<file path="src/rtl/microwave_pkg.sv">
// Shared definitions for the microwave keypad/time-entry slice.
//   state_e    : loader FSM states (IDLE, ENTRY, COOK, PAUSE)
//   DIGIT_W    : width of one BCD digit
//   MAX_DIGITS : digits held by the MM:SS entry buffer
//   KEY_MAX    : largest encoder code that is a numeric key
package microwave_pkg;

    typedef enum logic [1:0] {
        IDLE  = 2'd0,
        ENTRY = 2'd1,
        COOK  = 2'd2,
        PAUSE = 2'd3
    } state_e;

    localparam int          DIGIT_W    = 4;
    localparam int          MAX_DIGITS = 4;
    localparam logic [3:0]  KEY_MAX    = 4'd9;

    // Shift the MM:SS buffer one digit left and append the new key as sec_ones.
    function automatic logic [15:0] shift_in_digit(input logic [15:0] buf_bcd,
                                                   input logic [DIGIT_W-1:0] digit);
        return {buf_bcd[15-DIGIT_W:0], digit};
    endfunction

endpackage

</file>
<file path="src/rtl/keypad_time_loader_if.sv">
// Bus between the keypad/button front end and the time loader.
//   Inputs to loader : D, valid, clear, start, door_closed, timer_done
//   Outputs of loader: time_bcd, digit_count, load, lock, run, err
//   master modport   : drives the inputs (encoder, buttons, timer side)
//   slave modport    : the loader itself
interface keypad_time_loader_if;
    import microwave_pkg::*;

    logic [DIGIT_W-1:0] D;
    logic               valid;
    logic               clear;
    logic               start;
    logic               door_closed;
    logic               timer_done;
    logic [15:0]        time_bcd;
    logic [2:0]         digit_count;
    logic               load;
    logic               lock;
    logic               run;
    logic               err;

    modport master (
        output D, valid, clear, start, door_closed, timer_done,
        input  time_bcd, digit_count, load, lock, run, err
    );

    modport slave (
        input  D, valid, clear, start, door_closed, timer_done,
        output time_bcd, digit_count, load, lock, run, err
    );

endinterface

</file>
<file path="src/rtl/keypad_time_loader_edge_detect.sv">
// 1-bit rising-edge detector.
//   clk, rst_n : clock, asynchronous active-low reset
//   sig_i      : level input, synchronous to clk
//   rise_o     : high in the cycle where sig_i is 1 and was 0 last cycle
module edge_detect (
    input  logic clk,
    input  logic rst_n,
    input  logic sig_i,
    output logic rise_o
);

    logic sig_q;

    // NOTE: sequential state uses non-blocking assignments so every flop
    // samples the pre-edge value of its inputs regardless of block order.
    always_ff @(posedge clk or negedge rst_n) begin
        if (!rst_n) begin
            sig_q <= 1'b0;
        end else begin
            sig_q <= sig_i;
        end
    end

    assign rise_o = sig_i & ~sig_q;

endmodule

</file>
<file path="src/rtl/keypad_time_loader.sv">
// Keypad time loader: turns encoder key presses into an MM:SS BCD entry,
// arbitrates clear/start/door/timer events and drives the countdown timer.
//   clk, rst_n : clock, asynchronous active-low reset
//   bus.D/valid                 : encoder digit code and valid level
//   bus.clear/start             : button levels (edge-detected here)
//   bus.door_closed             : door sensor, 1 = closed
//   bus.timer_done              : one-cycle pulse from the countdown timer
//   bus.time_bcd/digit_count    : entry buffer and number of digits entered
//   bus.load                    : one-cycle strobe, timer captures time_bcd
//   bus.lock                    : keypad lock (encoder enable), COOK/PAUSE
//   bus.run                     : timer counting, COOK only
//   bus.err                     : one-cycle pulse on a rejected start
module keypad_time_loader
    import microwave_pkg::*;
#(
    parameter logic [15:0] QUICK_START_BCD = 16'h0030,
    parameter logic [3:0]  SEC_TENS_MAX    = 4'd5
) (
    input  logic                 clk,
    input  logic                 rst_n,
    keypad_time_loader_if.slave  bus
);

    logic key_ev;
    logic start_ev;
    logic clear_ev;

    edge_detect u_valid_edge (.clk(clk), .rst_n(rst_n), .sig_i(bus.valid), .rise_o(key_ev));
    edge_detect u_start_edge (.clk(clk), .rst_n(rst_n), .sig_i(bus.start), .rise_o(start_ev));
    edge_detect u_clear_edge (.clk(clk), .rst_n(rst_n), .sig_i(bus.clear), .rise_o(clear_ev));

    state_e      state_q, state_d;
    logic [15:0] time_q,  time_d;
    logic [2:0]  count_q, count_d;
    logic        load_q,  load_d;
    logic        err_q,   err_d;
    logic        run_q,   run_d;
    logic        lock_q,  lock_d;

    logic entry_bad;
    assign entry_bad = (time_q[7:4] > SEC_TENS_MAX) || (time_q == 16'h0000);

    always_comb begin
        // NOTE: every variable gets a default first so no path can leave it
        // unassigned, which would otherwise infer a latch.
        state_d = state_q;
        time_d  = time_q;
        count_d = count_q;
        load_d  = 1'b0;
        err_d   = 1'b0;

        // One event per cycle, highest priority wins; the rest are dropped.
        if (clear_ev) begin
            state_d = IDLE;
            time_d  = '0;
            count_d = '0;
        end else if (bus.timer_done && state_q == COOK) begin
            state_d = IDLE;
            time_d  = '0;
            count_d = '0;
        end else if (start_ev) begin
            unique case (state_q)
                IDLE: begin
                    if (bus.door_closed) begin
                        time_d  = QUICK_START_BCD;
                        load_d  = 1'b1;
                        state_d = COOK;
                    end else begin
                        err_d = 1'b1;
                    end
                end
                ENTRY: begin
                    if (!bus.door_closed || entry_bad) begin
                        err_d = 1'b1;
                    end else begin
                        load_d  = 1'b1;
                        state_d = COOK;
                    end
                end
                PAUSE: begin
                    // Resume: the timer still holds its own remaining count.
                    if (bus.door_closed) begin
                        state_d = COOK;
                    end else begin
                        err_d = 1'b1;
                    end
                end
                default: ;  // COOK: already running
            endcase
        end else if (key_ev && (state_q == IDLE || state_q == ENTRY)
                     && bus.D <= KEY_MAX && count_q < 3'(MAX_DIGITS)) begin
            time_d  = shift_in_digit(time_q, bus.D);
            count_d = count_q + 3'd1;
            state_d = ENTRY;
        end

        // Door opening is a level condition, not an arbitrated event.
        if (state_q == COOK && state_d == COOK && !bus.door_closed) begin
            state_d = PAUSE;
        end

        run_d  = (state_d == COOK);
        lock_d = (state_d == COOK) || (state_d == PAUSE);
    end

    always_ff @(posedge clk or negedge rst_n) begin
        if (!rst_n) begin
            state_q <= IDLE;
            time_q  <= '0;
            count_q <= '0;
            load_q  <= 1'b0;
            err_q   <= 1'b0;
            run_q   <= 1'b0;
            lock_q  <= 1'b0;
        end else begin
            state_q <= state_d;
            time_q  <= time_d;
            count_q <= count_d;
            load_q  <= load_d;
            err_q   <= err_d;
            run_q   <= run_d;
            lock_q  <= lock_d;
        end
    end

    assign bus.time_bcd    = time_q;
    assign bus.digit_count = count_q;
    assign bus.load        = load_q;
    assign bus.err         = err_q;
    assign bus.run         = run_q;
    assign bus.lock        = lock_q;

endmodule

</file>
<file path="src/flat_wrapper.sv">
// flat-port wrapper written by rule: the top's interface ports become plain ports
module keypad_time_loader_flat import microwave_pkg::*;
#(
    parameter logic [15:0] QUICK_START_BCD = 16'h0030,
    parameter logic [3:0]  SEC_TENS_MAX    = 4'd5
)
  (clk, rst_n, bus_D, bus_valid, bus_clear, bus_start, bus_door_closed, bus_timer_done, bus_time_bcd, bus_digit_count, bus_load, bus_lock, bus_run, bus_err);
  keypad_time_loader_if bus_i ();
  input  logic clk;
  input  logic rst_n;
  input wire logic [$bits(bus_i.D)-1:0] bus_D;
  input wire logic [$bits(bus_i.valid)-1:0] bus_valid;
  input wire logic [$bits(bus_i.clear)-1:0] bus_clear;
  input wire logic [$bits(bus_i.start)-1:0] bus_start;
  input wire logic [$bits(bus_i.door_closed)-1:0] bus_door_closed;
  input wire logic [$bits(bus_i.timer_done)-1:0] bus_timer_done;
  output wire logic [$bits(bus_i.time_bcd)-1:0] bus_time_bcd;
  output wire logic [$bits(bus_i.digit_count)-1:0] bus_digit_count;
  output wire logic [$bits(bus_i.load)-1:0] bus_load;
  output wire logic [$bits(bus_i.lock)-1:0] bus_lock;
  output wire logic [$bits(bus_i.run)-1:0] bus_run;
  output wire logic [$bits(bus_i.err)-1:0] bus_err;
  assign bus_i.D = bus_D;
  assign bus_i.valid = bus_valid;
  assign bus_i.clear = bus_clear;
  assign bus_i.start = bus_start;
  assign bus_i.door_closed = bus_door_closed;
  assign bus_i.timer_done = bus_timer_done;
  assign bus_time_bcd = bus_i.time_bcd;
  assign bus_digit_count = bus_i.digit_count;
  assign bus_load = bus_i.load;
  assign bus_lock = bus_i.lock;
  assign bus_run = bus_i.run;
  assign bus_err = bus_i.err;
  keypad_time_loader #(.QUICK_START_BCD(QUICK_START_BCD), .SEC_TENS_MAX(SEC_TENS_MAX)) u_core (.clk(clk), .rst_n(rst_n), .bus(bus_i));
endmodule
</file>
<file path="config.mk">
export PLATFORM = sky130hd
export DESIGN_NAME = keypad_time_loader_flat
export DESIGN_NICKNAME = d
export VERILOG_FILES = /design/src/rtl/microwave_pkg.sv /design/src/rtl/keypad_time_loader_if.sv /design/src/rtl/keypad_time_loader_edge_detect.sv /design/src/rtl/keypad_time_loader.sv /design/src/flat_wrapper.sv
export SDC_FILE = /design/constraint.sdc
export NUM_CORES = 1
export LEC_CHECK = 0
export ABC_CLOCK_PERIOD_IN_PS = 3100
export BUFFER_PORTS_ARGS = -buffer_cell sky130_fd_sc_hd__buf_4
export CORE_ASPECT_RATIO = 0.7
export CORE_MARGIN = 10
export CORE_UTILIZATION = 58
export CTS_BUF_LIST = sky130_fd_sc_hd__clkbuf_4 sky130_fd_sc_hd__clkbuf_8
export DETAILED_ROUTE_END_ITERATION = 10
export GPL_TIMING_DRIVEN = 0
export HOLD_SLACK_MARGIN = 0.12
export PLACE_DENSITY = 0.87
export SLEW_MARGIN = 20
export SYNTH_ARGS = -nofsm -noshare
export SYNTH_HDL_FRONTEND = slang
export SYNTH_HIERARCHICAL = 1
export SYNTH_SLANG_ARGS = --single-unit
</file>
<file path="constraint.sdc">
create_clock -name clk -period 3.1 [get_ports clk]
set_input_delay 0.31 -clock clk [delete_from_list [all_inputs] [get_ports clk]]
set_output_delay 0.31 -clock clk [all_outputs]
set_load 0.02 [all_outputs]
</file>
==> flow_results.xml <==
<?xml version="1.0" encoding="UTF-8"?>
<metrics>
  <group name="final_layout">
    <metric name="final_area" unit="sq mm">0.001637</metric>
    <metric name="final_cells" unit="">179</metric>
    <metric name="drive_above_1_share" unit="%">36.73</metric>
    <metric name="antenna_cells" unit="">0</metric>
    <metric name="final_core_util" unit="%">77.21</metric>
    <metric name="final_nets" unit="">164</metric>
    <metric name="areaGrowthSynthToFinish" unit="%">27.98</metric>
  </group>
  <group name="routing">
    <metric name="routed_via_density" unit="">5.816</metric>
    <metric name="initialDrtViolationCount" unit="">105</metric>
    <metric name="drc" unit="">0</metric>
    <metric name="vias" unit="">1041</metric>
    <metric name="detail_route.wl_per_cell" unit="um">17.45</metric>
    <metric name="routed_wirelength" unit="mm">3.124</metric>
    <metric name="ant_nets" unit="">0</metric>
    <metric name="detail_route.first_pass.iterations" unit="">5</metric>
  </group>
  <group name="critical_path">
    <metric name="crit_slowest_cell" unit="">sky130_fd_sc_hd__dfrtp_1</metric>
    <metric name="crit_path_max_incr_delay" unit="ps">490</metric>
    <metric name="crit-reg2reg-launch" unit="">u_core/bus.lock$_DFF_PN0_</metric>
    <metric name="critical_path.endpoint_type" unit="">flip-flop</metric>
    <metric name="timing.critical_path.required" unit="ps">3370</metric>
    <metric name="worst-path-buf-inv" unit="">3</metric>
    <metric name="regToRegEndpoint" unit="">u_core/bus.time_bcd[5]$_DFFE_PN0P_</metric>
    <metric name="cpMostUsedCell" unit="">sky130_fd_sc_hd__buf_6</metric>
    <metric name="setup.worst_path.start_class" unit="">flip-flop</metric>
    <metric name="crit_path_max_fanout" unit="">10</metric>
    <metric name="crit_chain" unit="">inv_1 -&gt; ha_1 -&gt; o2111a_1 -&gt; buf_6 -&gt; a311oi_4 -&gt; buf_6 -&gt; nand2_1 -&gt; o21ai_2</metric>
    <metric name="cp.arrival" unit="ps">2520</metric>
    <metric name="r2r_slack" unit="ps">850</metric>
    <metric name="crit_path_category" unit="">reg -&gt; reg</metric>
    <metric name="worst_r2r_path_depth" unit="">8</metric>
    <metric name="critical-path-top-delay-family" unit="">compound AO/OA/AOI/OAI gates</metric>
  </group>
  <group name="logic_synthesis">
    <metric name="syn_nets" unit="">122</metric>
    <metric name="synth_top_area_share" unit="%">52.84</metric>
    <metric name="synth.area.top_cells" unit="">sky130_fd_sc_hd__dfrtp_1 53%, sky130_fd_sc_hd__a22o_1 6.2%, sky130_fd_sc_hd__ha_1 4.9%</metric>
    <metric name="yosys.cell_types.count" unit="">36</metric>
    <metric name="yosys_most_used_dff" unit="">sky130_fd_sc_hd__dfrtp_1</metric>
    <metric name="async_set_or_reset_flop_fraction_in_the_synthesized_netlist" unit="%">100.0</metric>
    <metric name="netlist.top_cell.by_area" unit="">sky130_fd_sc_hd__dfrtp_1</metric>
    <metric name="synth.avg_cell_area" unit="sq um">12.06</metric>
    <metric name="synth_seq_area_share" unit="%">52.84</metric>
    <metric name="yosys_register_bits" unit="">27</metric>
    <metric name="synth-warning-count" unit="">6</metric>
    <metric name="count_of_flip_flops_with_a_built_in_enable_after_synthesis" unit="">0</metric>
    <metric name="syn-instance-count" unit="">106</metric>
    <metric name="syn-cell-area" unit="sq mm">0.001279</metric>
  </group>
  <group name="worst_hold_path">
    <metric name="hold_class" unit="">in -&gt; reg</metric>
    <metric name="worstHoldEndpoint" unit="">u_core/bus.time_bcd[0]$_DFFE_PN0P_</metric>
    <metric name="min_from" unit="">bus_D[0]</metric>
    <metric name="timing.hold.worst_path_depth" unit="">2</metric>
  </group>
  <group name="power">
    <metric name="static-leakage-power" unit="nW">0.8184</metric>
    <metric name="cellPowerDensity" unit="mW/mm^2">543.9</metric>
    <metric name="power.ir.vdd_worst" unit="V">0.0003264</metric>
  </group>
  <group name="floorplanning">
    <metric name="core" unit="sq mm">0.002120</metric>
    <metric name="floorplan.die_area" unit="sq mm">0.004513</metric>
    <metric name="die_width" unit="um">76.12</metric>
    <metric name="initial_core_util" unit="%">60.33</metric>
    <metric name="fp-row-count" unit="">14</metric>
    <metric name="design.portCount" unit="">34</metric>
    <metric name="fp.dieH" unit="um">59.29</metric>
  </group>
  <group name="sta">
    <metric name="tns" unit="ps">0</metric>
    <metric name="max_freq" unit="MHz">444.8</metric>
    <metric name="relSlewSlack" unit="%">66.77</metric>
    <metric name="grt_setup_unrepaired" unit="">no</metric>
    <metric name="final_period_minus_worst_setup_slack" unit="ps">2248</metric>
    <metric name="layout_worst_path_cycle_share" unit="%">72.52</metric>
    <metric name="slew_viol_final" unit="">0</metric>
    <metric name="hold_viol" unit="">0</metric>
    <metric name="fin_worst_skew" unit="ps">7.092</metric>
    <metric name="worst_slew_pin_slew" unit="ps">498.5</metric>
    <metric name="setup_viol" unit="">0</metric>
  </group>
  <group name="cts">
    <metric name="clock_latency" unit="ps">330</metric>
    <metric name="h-tree-depth" unit="">1</metric>
    <metric name="cts-resized-gates" unit="">0</metric>
    <metric name="cts_num_sinks" unit="">27</metric>
    <metric name="cts_root_buf" unit="">sky130_fd_sc_hd__clkbuf_4</metric>
    <metric name="cts_tree" unit="">built</metric>
    <metric name="ctsLongestPathBuffers" unit="">2</metric>
    <metric name="inserted_clock_buffers" unit="">3</metric>
    <metric name="path_clk_slew" unit="ps">140</metric>
  </group>
  <group name="global_routing">
    <metric name="antenna_found_initial" unit="">0</metric>
    <metric name="wire_length_of_the_first_global_routing_pass" unit="mm">5.092</metric>
    <metric name="gr-total-overflow" unit="">0</metric>
    <metric name="grt_start_max_net_pins" unit="">28</metric>
    <metric name="vias_in_the_first_global_route" unit="">992</metric>
    <metric name="grt_use_total" unit="%">13.72</metric>
  </group>
  <group name="placement">
    <metric name="place_congestion" unit="">1.019</metric>
    <metric name="dp_cells" unit="">171</metric>
    <metric name="dpl-instance-area" unit="sq mm">0.001567</metric>
    <metric name="hpwlAfterDp" unit="mm">2.318</metric>
    <metric name="buffer_ports.inserted" unit="">33</metric>
  </group>
  <group name="job">
    <metric name="cap_viol_max_count" unit="">0</metric>
  </group>
  <group name="outcome">
    <metric name="status" unit="">complete, no violations</metric>
  </group>
</metrics>
-- metrics by stage --
stage               hold WS (ps)  worst slack [ps]  power (mW)
floorplan                  14.41              1042      0.6143
CTS                        189.0             886.3      0.8885
finish                     193.0             852.0      0.8901
detailed placement         240.8             915.3      0.7263
global placement           233.5             979.4      0.7107
global route               181.0             740.9      0.9442
-- how the worst max path moves through the flow --
stage / start / to / slack [ps] / depth (start not counted)
after global routing: u_core/bus.lock$_DFF_PN0_ / u_core/bus.time_bcd[5]$_DFFE_PN0P_ / 740 / 8
after CTS: u_core/bus.lock$_DFF_PN0_ / u_core/bus.time_bcd[5]$_DFFE_PN0P_ / 890 / 8
after global placement: u_core/bus.lock$_DFF_PN0_ / u_core/bus.time_bcd[5]$_DFFE_PN0P_ / 980 / 8
after floorplan: u_core/bus.lock$_DFF_PN0_ / u_core/bus.time_bcd[5]$_DFFE_PN0P_ / 1040 / 8
final: u_core/bus.lock$_DFF_PN0_ / u_core/bus.time_bcd[5]$_DFFE_PN0P_ / 850 / 8
after detailed placement: u_core/bus.lock$_DFF_PN0_ / u_core/bus.time_bcd[5]$_DFFE_PN0P_ / 920 / 8
-- Yosys cell counts, types with 2 or more instances --
master	number
sky130_fd_sc_hd__inv_1	5
sky130_fd_sc_hd__dfrtp_1	27
sky130_fd_sc_hd__ha_1	5
sky130_fd_sc_hd__a22o_1	9
sky130_fd_sc_hd__nor4_1	4
sky130_fd_sc_hd__nand2_1	4
sky130_fd_sc_hd__o21ai_0	6
sky130_fd_sc_hd__nor2_1	6
sky130_fd_sc_hd__a21oi_1	3
sky130_fd_sc_hd__nor3_1	3
sky130_fd_sc_hd__a22o_2	5
sky130_fd_sc_hd__nor2b_4	3
sky130_fd_sc_hd__buf_6	2
sky130_fd_sc_hd__o21ai_2	2
-- layout make-up --
cell class              instances  area [sq um]
plain buffers                   4         31.28
clock buffers                   4         30.03
fillers                       151         483.0
inverters                       5         18.77
multi-input cells              70         553.0
flip-flops and latches         27         675.6
well taps                      32         40.04
repair buffers                 37         287.8
-- logic make-up after synthesis --
family,after synthesis,synth area share [%]
compound gates,36,24.07
simple gates,27,12.82
flops,27,52.84
buf+inv,9,3.913
fa+ha+maj,5,4.892
xor+xnor,1,0.6851
mux,1,0.7828
-- metal layers --
metal / vias to the layer above / GRT usage [%] / wire length, um
met1: 481 / 17.60 / 1363
met5: - / 0 / 0
met2: 74 / 22.10 / 1408
met3: 8 / 5.152 / 316
li1: 478 / - / -
met4: 0 / 2.111 / 36
-- power by group --
| group | switching, mW | internal (mW) |
|---|---|---|
| Combinational | 0.181 | 0.130 |
| Sequential | 0.0359 | 0.385 |
| Clock | 0.0990 | 0.0592 |
-- sequential cells by signal, summed over array words and instances (netlist names) --
| name | flops |
|---|---|
| u_core/bus.time_bcd | 16 |
| u_core/bus.digit_count | 3 |
| u_core/bus.err | 1 |
| u_core/bus.load | 1 |
| u_core/bus.lock | 1 |
| u_core/bus.run | 1 |
| u_core/state_q | 1 |
| u_core/u_clear_edge/sig_q | 1 |
| u_core/u_start_edge/sig_q | 1 |
| u_core/u_valid_edge/sig_q | 1 |
-- placed cells by master (no fill, tap or decap), drive strengths merged --
cell / n
buf: 36
inv: 5
and2: 1
o41ai: 1
nand4: 1
or2b: 1
o221a: 1
o2111a: 1
nor4: 4
a211oi: 1
nand2b: 1
a311oi: 2
nor2: 6
a22o: 14
mux2i: 1
a22oi: 1
xnor2: 1
a21o: 1
a21oi: 3
or2: 1
dfrtp: 27
nor2b: 4
dlygate4sd3: 4
o22ai: 1
o21a: 1
nand2: 4
or3: 1
o21ai: 8
ha: 5
nor3: 3
clkbuf: 5
a32oi: 1
-- timing repair --
action	in CTS	in global routing
hold buffers	4	0
hold endpoints to repair	30	0
buffers inserted	0	0
Power figures use the tool's default switching activity.
